<file path="config.mk">
export PLATFORM = sky130hd
export DESIGN_NAME = execution_memory_register
export DESIGN_NICKNAME = d
export VERILOG_FILES = /design/src/rtl/execution_memory_register.sv
export SDC_FILE = /design/constraint.sdc
export NUM_CORES = 1
export LEC_CHECK = 0
export CAP_MARGIN = 20
export CORE_ASPECT_RATIO = 1.2
export CORE_UTILIZATION = 52
export DETAILED_ROUTE_END_ITERATION = 12
export GPL_ROUTABILITY_DRIVEN = 0
export GPL_TIMING_DRIVEN = 0
export PLACE_DENSITY = 0.81
export SLEW_MARGIN = 20
export SYNTH_ARGS = -nofsm -noshare
export SYNTH_HDL_FRONTEND = slang
export SYNTH_SLANG_ARGS = --single-unit
</file>
<file path="constraint.sdc">
create_clock -name clk_i -period 2.63 [get_ports clk_i]
set_clock_uncertainty 0.1 [all_clocks]
set_input_delay 0.3945 -clock clk_i [delete_from_list [all_inputs] [get_ports clk_i]]
set_output_delay 0.3945 -clock clk_i [all_outputs]
set_load 0.02 [all_outputs]
</file>
<file path="src/rtl/execution_memory_register.sv">
// Execute-to-memory pipeline register with valid/ready handshake.
// A one-entry skid buffer keeps in_ready_o registered, so a memory-stage
// stall reaches the execute stage without a combinational path.
module execution_memory_register #(
    parameter int DATA_WIDTH = 32,
    parameter int ADDR_WIDTH = 5
) (
    input  logic                  clk_i,
    input  logic                  reset_i,
    input  logic                  flush_i,
    input  logic                  in_valid_i,
    output logic                  in_ready_o,
    input  logic                  mem_write_en_i,
    input  logic                  mem_read_en_i,
    input  logic                  reg_file_write_en_i,
    input  logic                  reg_file_input_ctrl_sig_i,
    input  logic [ADDR_WIDTH-1:0] reg_dest_addr_i,
    input  logic [DATA_WIDTH-1:0] alu_result_i,
    input  logic [DATA_WIDTH-1:0] store_data_i,
    output logic                  mem_write_en_o,
    output logic                  mem_read_en_o,
    output logic                  reg_file_write_en_o,
    output logic                  reg_file_input_ctrl_sig_o,
    output logic [ADDR_WIDTH-1:0] reg_dest_addr_o,
    output logic [DATA_WIDTH-1:0] alu_result_o,
    output logic [DATA_WIDTH-1:0] store_data_o,
    output logic                  out_valid_o,
    input  logic                  out_ready_i
);

    // Safe (no side effect) control encodings.
    localparam logic NO_MEM_WRITE = 1'b0;
    localparam logic NO_MEM_READ  = 1'b0;
    localparam logic NO_REG_WRITE = 1'b0;
    localparam logic FROM_ALU     = 1'b0;

    typedef struct packed {
        logic                  mem_write;
        logic                  mem_read;
        logic                  rf_write;
        logic                  rf_src;
        logic [ADDR_WIDTH-1:0] dest;
        logic [DATA_WIDTH-1:0] alu;
        logic [DATA_WIDTH-1:0] store;
    } xm_entry_t;

    localparam xm_entry_t ENTRY_ZERO = '0;

    // Force the control fields of an entry to side-effect-free values,
    // leaving data and destination untouched.
    function automatic xm_entry_t safe_ctrl(input xm_entry_t e);
        xm_entry_t r;
        r           = e;
        r.mem_write = NO_MEM_WRITE;
        r.mem_read  = NO_MEM_READ;
        r.rf_write  = NO_REG_WRITE;
        r.rf_src    = FROM_ALU;
        return r;
    endfunction

    xm_entry_t main_r;
    xm_entry_t skid_r;
    logic      main_valid_r;
    logic      skid_valid_r;
    logic      in_ready_r;

    xm_entry_t in_entry_s;
    xm_entry_t main_next_s;
    xm_entry_t skid_next_s;
    logic      main_valid_next_s;
    logic      skid_valid_next_s;
    logic      in_fire_s;
    logic      out_fire_s;

    assign in_fire_s  = in_valid_i & in_ready_r;
    assign out_fire_s = main_valid_r & out_ready_i;

    // Next-state selection for the main/skid pair; state is {main_valid, skid_valid}.
    always_comb begin
        in_entry_s = '{mem_write: mem_write_en_i,
                       mem_read:  mem_read_en_i,
                       rf_write:  reg_file_write_en_i,
                       rf_src:    reg_file_input_ctrl_sig_i,
                       dest:      reg_dest_addr_i,
                       alu:       alu_result_i,
                       store:     store_data_i};
        main_next_s       = main_r;
        skid_next_s       = skid_r;
        main_valid_next_s = main_valid_r;
        skid_valid_next_s = skid_valid_r;
        if (flush_i) begin
            // Flush wins over a same-cycle input; an output fire needs no action.
            main_next_s       = safe_ctrl(main_r);
            main_valid_next_s = 1'b0;
            skid_valid_next_s = 1'b0;
        end else begin
            case ({main_valid_r, skid_valid_r})
                2'b00: begin
                    if (in_fire_s) begin
                        main_next_s       = in_entry_s;
                        main_valid_next_s = 1'b1;
                    end else begin
                        main_next_s = main_r;
                    end
                end
                2'b10: begin
                    if (in_fire_s && out_fire_s) begin
                        main_next_s = in_entry_s;
                    end else if (in_fire_s) begin
                        skid_next_s       = in_entry_s;
                        skid_valid_next_s = 1'b1;
                    end else if (out_fire_s) begin
                        main_next_s       = safe_ctrl(main_r);
                        main_valid_next_s = 1'b0;
                    end else begin
                        main_next_s = main_r;
                    end
                end
                2'b11: begin
                    if (out_fire_s) begin
                        main_next_s       = skid_r;
                        skid_valid_next_s = 1'b0;
                    end else begin
                        main_next_s = main_r;
                    end
                end
                default: begin
                    // Skid valid without main valid is unreachable; recover to EMPTY.
                    main_next_s       = safe_ctrl(main_r);
                    main_valid_next_s = 1'b0;
                    skid_valid_next_s = 1'b0;
                end
            endcase
        end
    end

    // State registers; in_ready is derived from the next skid occupancy.
    always_ff @(posedge clk_i or negedge reset_i) begin
        if (!reset_i) begin
            main_r       <= safe_ctrl(ENTRY_ZERO);
            skid_r       <= ENTRY_ZERO;
            main_valid_r <= 1'b0;
            skid_valid_r <= 1'b0;
            in_ready_r   <= 1'b1;
        end else begin
            main_r       <= main_next_s;
            skid_r       <= skid_next_s;
            main_valid_r <= main_valid_next_s;
            skid_valid_r <= skid_valid_next_s;
            in_ready_r   <= ~skid_valid_next_s;
        end
    end

    assign in_ready_o                = in_ready_r;
    assign out_valid_o               = main_valid_r;
    assign mem_write_en_o            = main_r.mem_write;
    assign mem_read_en_o             = main_r.mem_read;
    assign reg_file_write_en_o       = main_r.rf_write;
    assign reg_file_input_ctrl_sig_o = main_r.rf_src;
    assign reg_dest_addr_o           = main_r.dest;
    assign alu_result_o              = main_r.alu;
    assign store_data_o              = main_r.store;

endmodule

</file>
==> results by group <==
Yosys
  – Top cell type's share of synthesized area: around half
  – Synth warn: 0
  – Top cells by area, synth: dfrtp_1 50%, mux2_4 14%, mux2i_1 9.3%
  – Synthesized Nets: 657
  – Synth cell types: 29
  – Average size of a mapped cell: 12.8 um2
  – Post-synth EDFFs: 0
  – Seq cells post-synth: 149
  – Synth Instances: 579
  – Synth Cell Area: 0.00740 mm2
  – Yosys top cell by area: dfrtp_1
  – Async S/R FF share, synth: 100%
  – Seq/Total Area, Yosys: 50.4%
  – Post-synth top flop: dfrtp_1

Floorplan
  – Ports: 153
  – Die width: 111 um
  – Chip height: 133 um
  – Core area: 0.0138 mm2
  – Die area: approximately 0.015 mm2
  – Starting Density: between 50% and 60%
  – Number of cell rows: 47

Clocking
  – Cts bufs inserted: 17
  – H-tree levels: 4
  – TritonCTS clock tree: done
  – Clock Tree Buf Depth: 2
  – Postcts setup bufs: 0
  – Clk slew on worst S/H paths: 0.06 ns
  – CTS sink cnt: 149
  – Clk_lat worst skew: roughly 0.43 ns
  – Root buffer cell: clkbuf_16

Outcome
  – Status: completed

Final layout
  – Ant diodes: 0
  – Final nets: 830
  – Fill count: 950
  – Most frequent cells in the layout: 151 x clkdlybuf4s50_1, 148 x dfrtp_1, 73 x nor3b_1, 73 x a221oi_1, 71 x inv_1
  – Commonest non-fill, non-tap cell in the layout: clkdlybuf4s50_1
  – Share of post-route cells with drive strength above 1: 16.3%
  – Area Overhead vs Synth: 32.2%
  – Final Util: between 70 and 80%

Route
  – Post-route antenna net violation count: 0
  – Met3 wire length: 891 um
  – Router iterations before antenna repair: 4
  – DR vias: 5,375
  – Initial detailed-routing violation count: 343
  – DR WL/cell: 19.9 um
  – DRC: 0
  – Post-Route M1 WL: 7.95 mm
  – WL met2: 9.41 mm
  – Top sig layer: met4
  – Via-to-Cell Ratio: between 5 and 6
  – Final WL: 18.6 mm

Job
  – Maxcap violations: 0

Timing
  – Hold Vio Cnt, Final: 0
  – Unrepaired setup endpoints after global routing: no
  – Fmax: 0.447 GHz
  – Max_slew headroom: 60.4%
  – Max-slew violation count: 0
  – Min cycle time layout: 2.23 ns
  – Period utilisation layout: 85.0%
  – Measured slew at the worst slew-check pin: 0.595 ns
  – Setup TNS: 0 ns
  – Setup violations, final: 0

Setup path
  – Critical path required time: between 2 and 3 ns
  – CP max FO: 10
  – R2R cell count: 7
  – Critical path startpoint: out_valid_o$_DFFE_PN0P_
  – Critical path class: flip-flop to flip-flop
  – Critical R2R Capture: alu_result_o[26]$_DFFE_PN0P_
  – CP arrival: 2.47 ns
  – Reg2Reg Setup Slack: between 0.3 and 0.4 ns
  – Critical path startpoint category: flip-flop
  – RR Startpoint: out_valid_o$_DFFE_PN0P_
  – Crit. End Element: flip-flop

Hold path
  – Min-delay worst type: primary input to async pin

Placed design
  – IO buf count: 152
  – DP HPWL: 12.7 mm

Power
  – Peak supply drop: between 600 and 700 uV
  – Leakage: 4.43 nW
  – Pwr dens: 802 mW/mm2

GRT
  – First-pass GRT wire length: 30.8 mm
  – Largest net degree at the start of global routing: ~100
  – Vias in the first global route: about 5.9k
  – GRT Total Usage: 26.6%
  – Initial antenna violation count: 0
  – Remaining global-route overflow: 0
## synth_stat cells, drive strengths merged, types with 2 or more instances
library cell	n
dfrtp	148
a221oi	73
mux2	73
nor3b	73
inv	71
mux2i	69
buf	26
clkbuf	24
o2bb2ai	4
a21oi	2
nand2	2
nand2b	2
## registers in the layout, summed over array words and instances, names as in the netlist
| signal | flops |
|---|---|
| alu_result_o | 32 |
| in_ready_o | 1 |
| mem_read_en_o | 1 |
| mem_write_en_o | 1 |
| out_valid_o | 1 |
| reg_dest_addr_o | 5 |
| reg_file_input_ctrl_sig_o | 1 |
| reg_file_write_en_o | 1 |
| skid_r | 73 |
| skid_valid_r | 1 |
| store_data_o | 32 |
## worst max path at each step
stage	endpoint	slack, ns
after floorplan	skid_r[0]$_DFFE_PN0P_	0.66
after global placement	store_data_o[12]$_DFFE_PN0P_	-4.70
after detailed placement	alu_result_o[26]$_DFFE_PN0P_	0.15
after CTS	alu_result_o[31]$_DFFE_PN0P_	0.40
after global routing	store_data_o[31]$_DFFE_PN0P_	0.27
final	alu_result_o[26]$_DFFE_PN0P_	0.40
## kinds of logic (layout without fill, tap and decap cells)
logic type | after synthesis | in the layout | synth area share, %
simple gates | 84 | 84 | 8.47
buf+inv | 121 | 307 | 7.41
compound gates | 83 | 83 | 9.71
mux | 142 | 142 | 24.0
flops | 149 | 149 | 50.4
## worst max-delay path, stage by stage (launching register included)
cell and delay, ns:
dfrtp_1 0.40, buf_4 0.18, nor2b_1 0.13, a2111oi_0 0.36
buf_2 0.32, buf_6 0.21, buf_6 0.19, mux2i_1 0.24
## power by group
| part | total (mW) | internal [mW] | switching [mW] |
|---|---|---|---|
| combinational | 2.14 | 1.19 | 0.955 |
| clock | 2.51 | 1.50 | 1.01 |
| sequential | 3.20 | 2.86 | 0.340 |
| total | 7.85 | 5.54 | 2.31 |
## final cells by class
class	count	area, um2	share of cell area, %
Buffer	50	282	2.88
Clock buffer	17	425	4.35
Clock inverter	15	181	1.85
Inverter	71	267	2.72
Multi-Input combinational cell	309	3120	31.9
Sequential cell	149	3730	38.1
Tap cell	171	214	2.19
Timing Repair Buffer	154	1560	16.0
## through the flow
step | total power [mW] | cells | hold slack (ns) | area [um2] | setup WS (ns)
after global placement | 5.25 | 902 | 0.373 | 9130 | -4.70
final | 7.85 | 936 | 0.360 | 9780 | 0.395
after detailed placement | 5.35 | 903 | 0.230 | 9170 | 0.150
after floorplan | 4.37 | 579 | -0.00109 | 7400 | 0.659
after global routing | 8.20 | 936 | 0.381 | 9780 | 0.275
after CTS | 7.89 | 936 | 0.365 | 9780 | 0.397
## metal layers
metal | up-vias | GRT usage [%]
met5 | - | 0
met4 | 0 | 10.1
met3 | 33 | 6.92
met2 | 165 | 44.3
met1 | 2717 | 33.3
li1 | 2460 | -
## timing repair
action / in CTS / in global routing
hold endpoints to repair: 49 / 0
hold buffers: 1 / 0
setup endpoints to repair: 0 / 0
gates resized for setup: 0 / 0
(Power assumes the default switching activity.)
